<file path="config.mk">
export PLATFORM = sky130hd
export DESIGN_NAME = cordic_op_sequencer
export DESIGN_NICKNAME = d
export VERILOG_FILES = /design/src/rtl/cordic_op_sequencer.sv
export SDC_FILE = /design/constraint.sdc
export NUM_CORES = 1
export LEC_CHECK = 0
export ABC_AREA = 1
export ABC_CLOCK_PERIOD_IN_PS = 9100
export CAP_MARGIN = 30
export CORE_ASPECT_RATIO = 0.6
export CORE_MARGIN = 3
export CORE_UTILIZATION = 25
export CTS_CLUSTER_DIAMETER = 100
export DETAILED_ROUTE_END_ITERATION = 12
export DONT_BUFFER_PORTS = 1
export PLACE_DENSITY = 0.4
export SLEW_MARGIN = 20
export SYNTH_ARGS = -nofsm -noshare
export SYNTH_HDL_FRONTEND = slang
export SYNTH_SLANG_ARGS = --single-unit
export TNS_END_PERCENT = 1
</file>
<file path="constraint.sdc">
create_clock -name clk -period 9.1 [get_ports clk]
set_input_delay 1.82 -clock clk [delete_from_list [all_inputs] [get_ports clk]]
set_output_delay 1.82 -clock clk [all_outputs]
set_load 0.1 [all_outputs]
</file>
<file path="src/rtl/cordic_op_sequencer.sv">
// Operand sequencer for the reconfigurable CORDIC core: loads one request,
// runs the core for LATENCY cycles, and returns the captured z result.
module cordic_op_sequencer #(
  parameter int unsigned WIDTH   = 15,
  parameter int unsigned LATENCY = 32
) (
  input  logic             clk,
  input  logic             ext_reset,
  input  logic             req_valid,
  output logic             req_ready,
  input  logic [WIDTH:0]   req_x,
  input  logic [WIDTH:0]   req_y,
  input  logic [WIDTH:0]   req_z,
  input  logic [1:0]       req_sel,
  output logic [WIDTH:0]   core_xo,
  output logic [WIDTH:0]   core_yo,
  output logic [WIDTH:0]   core_zo,
  output logic [1:0]       core_sel,
  output logic             core_reset,
  input  logic [WIDTH:0]   core_z,
  output logic             rsp_valid,
  input  logic             rsp_ready,
  output logic [WIDTH:0]   rsp_data,
  output logic [1:0]       rsp_sel,
  output logic             busy,
  output logic [15:0]      op_count
);

  localparam int unsigned DW = WIDTH + 1;
  localparam int unsigned CW = 8;
  localparam int unsigned OCW = 16;
  localparam logic [CW-1:0]  CNT_LAST  = CW'(LATENCY - 1);
  localparam logic [OCW-1:0] OCNT_MAX  = {OCW{1'b1}};

  typedef enum logic [1:0] {
    IDLE  = 2'd0,
    START = 2'd1,
    RUN   = 2'd2,
    DONE  = 2'd3
  } state_e;

  state_e           state_q;
  logic [CW-1:0]    cnt_q;
  logic [DW-1:0]    core_xo_q, core_yo_q, core_zo_q;
  logic [1:0]       core_sel_q;
  logic             core_reset_q;
  logic             req_ready_q;
  logic             rsp_valid_q;
  logic [DW-1:0]    rsp_data_q;
  logic [1:0]       rsp_sel_q;
  logic             busy_q;
  logic [OCW-1:0]   op_count_q;

  // Sequencer FSM; every output is a register updated alongside the state.
  always_ff @(posedge clk or posedge ext_reset) begin
    if (ext_reset) begin
      state_q      <= IDLE;
      cnt_q        <= '0;
      core_xo_q    <= '0;
      core_yo_q    <= '0;
      core_zo_q    <= '0;
      core_sel_q   <= '0;
      core_reset_q <= 1'b1;
      req_ready_q  <= 1'b1;
      rsp_valid_q  <= 1'b0;
      rsp_data_q   <= '0;
      rsp_sel_q    <= '0;
      busy_q       <= 1'b0;
      op_count_q   <= '0;
    end else begin
      case (state_q)
        IDLE: begin
          if (req_valid) begin
            core_xo_q   <= req_x;
            core_yo_q   <= req_y;
            core_zo_q   <= req_z;
            core_sel_q  <= req_sel;
            req_ready_q <= 1'b0;
            busy_q      <= 1'b1;
            state_q     <= START;
          end
        end
        // Core stays parked one cycle so the new operands settle before release.
        START: begin
          cnt_q        <= '0;
          core_reset_q <= 1'b0;
          state_q      <= RUN;
        end
        RUN: begin
          if (cnt_q == CNT_LAST) begin
            rsp_data_q   <= core_z;
            rsp_sel_q    <= core_sel_q;
            rsp_valid_q  <= 1'b1;
            core_reset_q <= 1'b1;
            state_q      <= DONE;
          end else begin
            cnt_q <= cnt_q + CW'(1);
          end
        end
        DONE: begin
          if (rsp_ready) begin
            rsp_valid_q <= 1'b0;
            if (op_count_q != OCNT_MAX) begin
              op_count_q <= op_count_q + OCW'(1);
            end
            req_ready_q <= 1'b1;
            busy_q      <= 1'b0;
            state_q     <= IDLE;
          end
        end
        default: state_q <= IDLE;
      endcase
    end
  end

  assign req_ready  = req_ready_q;
  assign core_xo    = core_xo_q;
  assign core_yo    = core_yo_q;
  assign core_zo    = core_zo_q;
  assign core_sel   = core_sel_q;
  assign core_reset = core_reset_q;
  assign rsp_valid  = rsp_valid_q;
  assign rsp_data   = rsp_data_q;
  assign rsp_sel    = rsp_sel_q;
  assign busy       = busy_q;
  assign op_count   = op_count_q;

endmodule

</file>
==> impl_metrics.yaml, run 1 <==
layout:
  final_cell_area_um2: 5310
  nNetsFinal: 639
  layout_common_cells: "287 x nand2_1, 96 x dfrtp_1, 23 x inv_1, 23 x o21ai_0, 22 x nand3_1"
  final_common_cell: "nand2_1"
  multi_input_area_um2: 1780
  area_delta_synth_final_pct: 20.0
  diodes: 0
  seq_area_um2: 2450
  drive_above_1_share_pct: 10.1
  fillers: 1803
cts:
  clk_path_buf_depth: 2
  root_buffer: "clkbuf_16"
  clock_sinks: 98
  cts_tree: "built"
  hold_buffers: 0
  cts_buffers: 9
  cts_setup_buffers: 0
  cts.htree.levels: 3
  insertion_delay_ns: 0.34
  cts_resized: 0
  clk_pin_slew_ns: 0.07
critical_path:
  critical_path.startpoint_type: "register"
  crit_path_start: "op_count[4]$_DFFE_PP0P_"
  cp.arrival_ns: 1.35
  criticalPathCategory: "register to primary output"
  cp_max_fo: 5
  crit_required_ns: 7.28
  worstReg2RegStart: "op_count[1]$_DFFE_PP0P_"
  end_kind: "primary output"
  r2r_slack_ns: 6.65
synth:
  ys_async_sr_fraction_pct: 100
  yosysTopAreaCell: "dfrtp_1"
  synth_warnings: 0
  syn_area_um2: 4430
  post_synth.cell_area_avg_um2: 8.17
  syn-instance-count: 542
  synth_nets: 619
  synth.area.top_cells: "dfrtp_1 54%, nand2_1 24%, o21ai_0 2.6%"
  yosysSeqAreaShare_pct: 55.5
  synth_seq_cells: 98
  synth.distinct_cells: 28
  yosysTopAreaCellShare_pct: 54.3
  ys.flop_type: "dfrtp_1"
  synth_edf_count: 0
status:
  status: "completed"
sta:
  setup_ws_ns: 5.93
  finalMaxSlewViolations: 0
  hold_violations: 0
  slew_headroom_pct: 32.2
  hold_ws_ns: 0.538
  setup_viol: 0
  skew_ns: 0.00826
  max_freq_mhz: 315
  period_needed_ns: 3.17
  rsz0062_at_grt: "no"
  tightest_slew_ns: 1.02
  finalCritPeriodShare_pct: 34.9
  fin_tns_setup_ns: 0
routing:
  post_drt_wl_per_cell_um: 14.4
  routed_wl_um: 11500
  vias: 3504
  drc: 0
  drt_iter0_drc: 177
  viasPerCell: 4.41
  ant_nets: 0
  dr.pass1.iters: 4
placed_design:
  dp_hpwl_um: 8280
  place_congestion: 0.737
  dp_slack_ns: 5.84
  place_area_um2: 4920
  io_buffer_count: 0
floorplan:
  die_area_um2: 19400
  core_um2: 16800
  io_pins: 158
  rows: 36
  initial_core_util_pct: 26.4
  fp.dieH_um: 109
  die_w_um: 178
global_route:
  grt_pass1_wl_um: 17900
  track_usage_pct: 11.7
  first_global_vias: 3373
  grt_max_degree: 56
  antenna_found_initial: 0
  grt_remaining_overflow: 0
hold_path:
  min_from: "cnt_q[7]$_DFFE_PP0P_"
  worstHoldPathType: "register to register"
job:
  maxCapViolations: 0
-- stage by stage --
stage | utilization (%) | std cells
after CTS | 31.1 | 789
after global routing | 31.7 | 795
final | 31.7 | 795
after global placement | 27.8 | 756
after detailed placement | 29.4 | 773
after floorplan | - | 542
-- layout make-up --
cell class	count	area share, %
sequential	98	46.2
multi-input combinational	400	33.4
timing repair buffer	28	7.61
tap	228	5.37
clock buffer	10	4.50
inverter	25	1.81
clock inverter	6	1.06
-- cells in the mapped netlist (all sizes together), types with 2 or more instances --
cell,count
nand2,293
dfrtp,96
inv,25
o21ai,24
nand3,23
nor2,22
clkbuf,15
nand4,10
ha,7
or2,6
xor2,5
buf,4
xnor2,4
a21oi,2
dfstp,2
-- state kept, by name (all words and copies together), names as in the netlist --
signal / count
op_count: 16
core_zo: 16
req_ready: 1
core_reset: 1
rsp_data: 16
core_xo: 16
cnt_q: 8
busy: 1
rsp_sel: 2
core_yo: 16
core_sel: 2
rsp_valid: 1
state_q: 2
-- cell families after synthesis --
family / after synthesis / synth area share (%)
AND/OR/NAND/NOR: 356 / 33.1
adder cells (fa/ha/maj): 7 / 1.98
XOR/XNOR: 9 / 1.78
buffers and inverters: 44 / 4.44
AO/OA/AOI/OAI: 28 / 3.28
flip-flops: 98 / 55.5
-- routing by layer --
layer | up-vias | GRT usage [%] | wire (um)
met2 | 94 | 17.4 | 5140
li1 | 1724 | - | -
met1 | 1679 | 16.2 | 5400
met4 | 0 | 3.25 | 117
met3 | 7 | 4.07 | 824
met5 | - | 0 | 0
-- path summary, 6_finish.rpt --
path                       cells after the start                        to
max reg2reg                                    7  op_count[11]$_DFFE_PP0P_
min reg2reg                                    2      cnt_q[7]$_DFFE_PP0P_
min                                            2      cnt_q[7]$_DFFE_PP0P_
max in group asynchronous                      2   core_xo[13]$_DFFE_PP0P_
max                                            0               op_count[4]
min in group asynchronous                      1    core_zo[9]$_DFFE_PP0P_
Power of run 1 is left out: the tool's default activity adds up to more than one toggle a clock period on the data nets, which glitch-free logic cannot reach.
==> run 2, diff against run 1 <==
Settings changed: ABC_CLOCK_PERIOD_IN_PS 9100 to 3000.
Clock period 9.1 ns to 3 ns, I/O delays scaled along.
==> run 2 against run 1 <==
Cell area shrank 3.5%; flip-flop and latch count is the same; clock skew is essentially flat; non-clock buffer count shrank 6; worst setup slack lost 5.1 ns; global-route usage grew 0.35 points; largest cell class unchanged; highest routed layer unchanged.
==> impl_metrics.yaml, run 2 (synthesis results as in run 1) <==
status:
  status: "completed"
floorplan:
  fp.dieH_um: 109
  die_w_um: 178
  io_pins: 158
  core_um2: 16800
  rows: 36
  initial_core_util_pct: 26.4
  die_area_um2: 19400
sta:
  fin_tns_setup_ns: 0
  max_freq_mhz: 468
  hold_violations: 0
  skew_ns: 0.00793
  setup_viol: 0
  slew_headroom_pct: 35.8
  rsz0062_at_grt: "no"
  finalMaxSlewViolations: 0
  finalCritPeriodShare_pct: 71.2
  period_needed_ns: 2.14
  tightest_slew_ns: 0.963
cts:
  cts_buffers: 9
  clk_path_buf_depth: 2
  insertion_delay_ns: 0.35
  hold_buffers: 0
  cts_tree: "built"
  clk_pin_slew_ns: 0.07
  cts.htree.levels: 3
  cts_resized: 0
  cts_setup_buffers: 0
  root_buffer: "clkbuf_16"
  clock_sinks: 98
routing:
  drt_iter0_drc: 245
  viasPerCell: 4.39
  dr.pass1.iters: 4
  post_drt_wl_per_cell_um: 14.9
  drc: 0
  routed_wl_um: 11700
  vias: 3467
  ant_nets: 0
global_route:
  grt_max_degree: 99
  grt_pass1_wl_um: 18400
  grt_remaining_overflow: 0
  first_global_vias: 3296
  track_usage_pct: 12.1
  antenna_found_initial: 0
critical_path:
  crit_required_ns: 3.22
  cp.arrival_ns: 2.36
  ff2ff_path_depth: 6
  r2r_slack_ns: 0.86
  cp_max_fo: 21
  end_kind: "register"
  criticalPathCategory: "register to register"
  critical_path.startpoint_type: "register"
  reg2reg_to: "cnt_q[6]$_DFFE_PP0P_"
  worstReg2RegStart: "state_q[0]$_DFFE_PP0P_"
layout:
  fin_util_pct: 30.6
  layout_common_cells: "287 x nand2_1, 96 x dfrtp_1, 23 x inv_1, 23 x o21ai_0, 22 x nand3_1"
  nNetsFinal: 633
  final_common_cell: "nand2_1"
  diodes: 0
  area_delta_synth_final_pct: 15.9
  drive_above_1_share_pct: 10.5
placed_design:
  io_buffer_count: 0
  dp_hpwl_um: 8400
  place_congestion: 0.782
hold_path:
  worstHoldPathType: "input port to asynchronous set/reset pin"
job:
  maxCapViolations: 0
run 2: changes by cell type in the layout (fill, tap and decap cells not counted):
cell / previous run / this run
buf_1: 6 / 1
buf_12: 0 / 2
buf_16: 11 / 1
buf_4: 6 / 18
buf_6: 2 / 0
bufinv_16: 0 / 1
clkbuf_1: 3 / 0
clkbuf_8: 1 / 0
clkinv_4: 2 / 1
clkinvlp_4: 1 / 3
inv_4: 1 / 0
inv_6: 1 / 2
inv_8: 2 / 1
run 2: critical path: stages, from the launching register on:
cell     delay [ns]
dfrtp_1        0.40
inv_1          0.09
ha_1           0.34
inv_1          0.54
nand2_1        0.38
nand3_1        0.17
o21ai_0        0.09
run 2: final cells by class:
class / instances / area [um^2]
fill: 1810 / 11600
sequential: 98 / 2450
multi-input combinational: 400 / 1780
tap: 228 / 285
clock buffer: 9 / 225
timing repair buffer: 22 / 206
inverter: 25 / 97.6
clock inverter: 7 / 82.6
run 2: worst max-delay path by stage:
stage	from	to	slack [ns]	cells past startpoint
finish	state_q[0]$_DFFE_PP0P_	cnt_q[6]$_DFFE_PP0P_	0.86	6
global route	state_q[0]$_DFFE_PP0P_	cnt_q[6]$_DFFE_PP0P_	0.69	6
CTS	state_q[0]$_DFFE_PP0P_	cnt_q[6]$_DFFE_PP0P_	0.85	6
detailed placement	state_q[0]$_DFFE_PP0P_	cnt_q[6]$_DFFE_PP0P_	0.88	6
global placement	state_q[0]$_DFFE_PP0P_	cnt_q[6]$_DFFE_PP0P_	1.00	6
floorplan	op_count[0]$_DFFE_PP0P_	op_count[0]$_DFFE_PP0P_	0.77	8
run 2: layer usage:
layer / vias up / share of wire (%) / GRT usage [%]
met5: - / 0 / 0
met4: 0 / 1.2 / 3.47
met3: 11 / 7.5 / 4.07
met2: 101 / 41 / 16.3
met1: 1648 / 50 / 18.0
li1: 1707 / - / -
run 2: through the flow:
step	worst slack (ns)	hold slack (ns)	instances	area [um^2]
finish	0.863	0.229	789	5130
global placement	1.00	0.518	771	4790
CTS	0.854	0.292	789	5130
global route	0.687	0.321	789	5130
detailed placement	0.885	0.519	773	4820
floorplan	0.766	0.490	542	4430
Power of run 2 is left out for the same reason.
==> run 3, diff against run 2 <==
Settings changed: ABC_CLOCK_PERIOD_IN_PS 3000 to 1700, PLACE_DENSITY 0.4 to 0.42.
Clock period 3 ns to 1.7 ns, I/O delays scaled along.
==> run 3 against run 2 <==
Global-route usage up 0.51 points; first-iteration DRC count down 2.0%; via count grew 7.3%; non-clock buffer count is 80 higher; core utilization up 3.9 points; clock-buffer cell count unchanged; final cell count rose by 10%; flip-flop and latch count is the same; hold slack lost 0.13 ns; wire length is 4.9% higher; clock skew shrank 0.0038 ns; register-to-register slack got worse by 0.76 ns; critical path type is now register to primary output; critical endpoint is now rsp_sel[1]; highest routed layer unchanged.
==> impl_metrics.yaml, run 3 (synthesis results as in run 1) <==
routing:
  drc: 0
  dr.pass1.iters: 4
  vias: 3721
  post_drt_wl_per_cell_um: 14.1
  viasPerCell: 4.28
  drt_iter0_drc: 240
  ant_nets: 0
  routed_wl_um: 12300
cts:
  root_buffer: "clkbuf_16"
  cts_buffers: 9
  cts_tree: "built"
  clk_pin_slew_ns: 0.07
  clock_sinks: 98
  insertion_delay_ns: 0.34
  cts.htree.levels: 3
  clk_path_buf_depth: 2
placed_design:
  place_area_um2: 5440
  dp_hpwl_um: 9050
  place_congestion: 0.801
  io_buffer_count: 0
  dp_slack_ns: 0.0623
critical_path:
  worstReg2RegStart: "state_q[0]$_DFFE_PP0P_"
  criticalPathCategory: "register to primary output"
  ff2ff_path_depth: 6
  cp.arrival_ns: 1.31
  cp_max_fo: 2
  crit_required_ns: 1.36
  end_kind: "primary output"
  critical_path.startpoint_type: "register"
  r2r_slack_ns: 0.10
  reg2reg_to: "rsp_data[12]$_DFFE_PP0P_"
hold_path:
  worstHoldPathType: "input port to register"
  hold_depth: 2
  whs_endpoint: "core_zo[12]$_DFFE_PP0P_"
  min_from: "req_z[12]"
floorplan:
  die_area_um2: 19400
  core_um2: 16800
  rows: 36
  initial_core_util_pct: 26.4
  io_pins: 158
  fp.dieH_um: 109
  die_w_um: 178
layout:
  layout_common_cells: "287 x nand2_1, 96 x dfrtp_1, 96 x buf_4"
  multi_input_area_um2: 1800
  final_common_cell: "nand2_1"
  diodes: 0
  final_cell_area_um2: 5780
  nNetsFinal: 713
  seq_area_um2: 2450
  fillers: 1761
  drive_above_1_share_pct: 21.7
  area_delta_synth_final_pct: 30.6
status:
  status: "completed"
sta:
  max_freq_mhz: 606
  setup_ws_ns: 0.0492
  hold_ws_ns: 0.0974
  setup_viol: 0
  slew_headroom_pct: 37.3
  rsz0062_at_grt: "yes"
  fin_tns_setup_ns: 0
  finalCritPeriodShare_pct: 97.1
  tightest_slew_ns: 0.941
  period_needed_ns: 1.65
  finalMaxSlewViolations: 0
  hold_violations: 0
  skew_ns: 0.00415
global_route:
  first_global_vias: 3629
  grt_max_degree: 49
  grt_pass1_wl_um: 19100
  antenna_found_initial: 0
  track_usage_pct: 12.6
  grt_remaining_overflow: 0
job:
  maxCapViolations: 0
run 3: worst max path at each step:
| stage | start | end | slack [ns] | cells after the start |
|---|---|---|---|---|
| after floorplan | op_count[0]$_DFFE_PP0P_ | op_count[0]$_DFFE_PP0P_ | -0.53 | 8 |
| after global placement | cnt_q[0]$_DFFE_PP0P_ | cnt_q[0]$_DFFE_PP0P_ | 0.12 | 7 |
| after detailed placement | cnt_q[0]$_DFFE_PP0P_ | cnt_q[0]$_DFFE_PP0P_ | 0.06 | 7 |
| after CTS | rsp_sel[1]$_DFFE_PP0P_ | rsp_sel[1] | 0.02 | 0 |
| after global routing | state_q[0]$_DFFE_PP0P_ | rsp_data[12]$_DFFE_PP0P_ | -0.02 | 6 |
| final | rsp_sel[1]$_DFFE_PP0P_ | rsp_sel[1] | 0.05 | 0 |
run 3: stage by stage:
| step | util [%] | instances |
|---|---|---|
| floorplan | - | 542 |
| global placement | 32.4 | 852 |
| detailed placement | 32.4 | 852 |
| CTS | 34.4 | 869 |
| global route | 34.5 | 869 |
| finish | 34.5 | 869 |
run 3: layout make-up:
class | count | share of cell area [%]
multi-input cells | 400 | 31.1
well taps | 228 | 4.94
inverters | 25 | 1.69
flip-flops and latches | 98 | 42.5
clock buffers | 9 | 3.90
repair buffers | 102 | 14.4
clock inverters | 7 | 1.49
run 3: timing repair:
action	in CTS	in global routing
gates resized for setup	0	4
hold buffers	1	0
hold endpoints to repair	16	0
endpoints found under the setup margin	0	18
buffers inserted	0	0
run 3: metal layers:
layer	vias to the layer above	GRT usage, %	part of all wire, %
met2	113	18.0	43
met5	-	0	0
met1	1733	17.8	48
li1	1868	-	-
met3	7	4.49	8.3
met4	0	3.53	0.99
Power of run 3 is left out for the same reason.
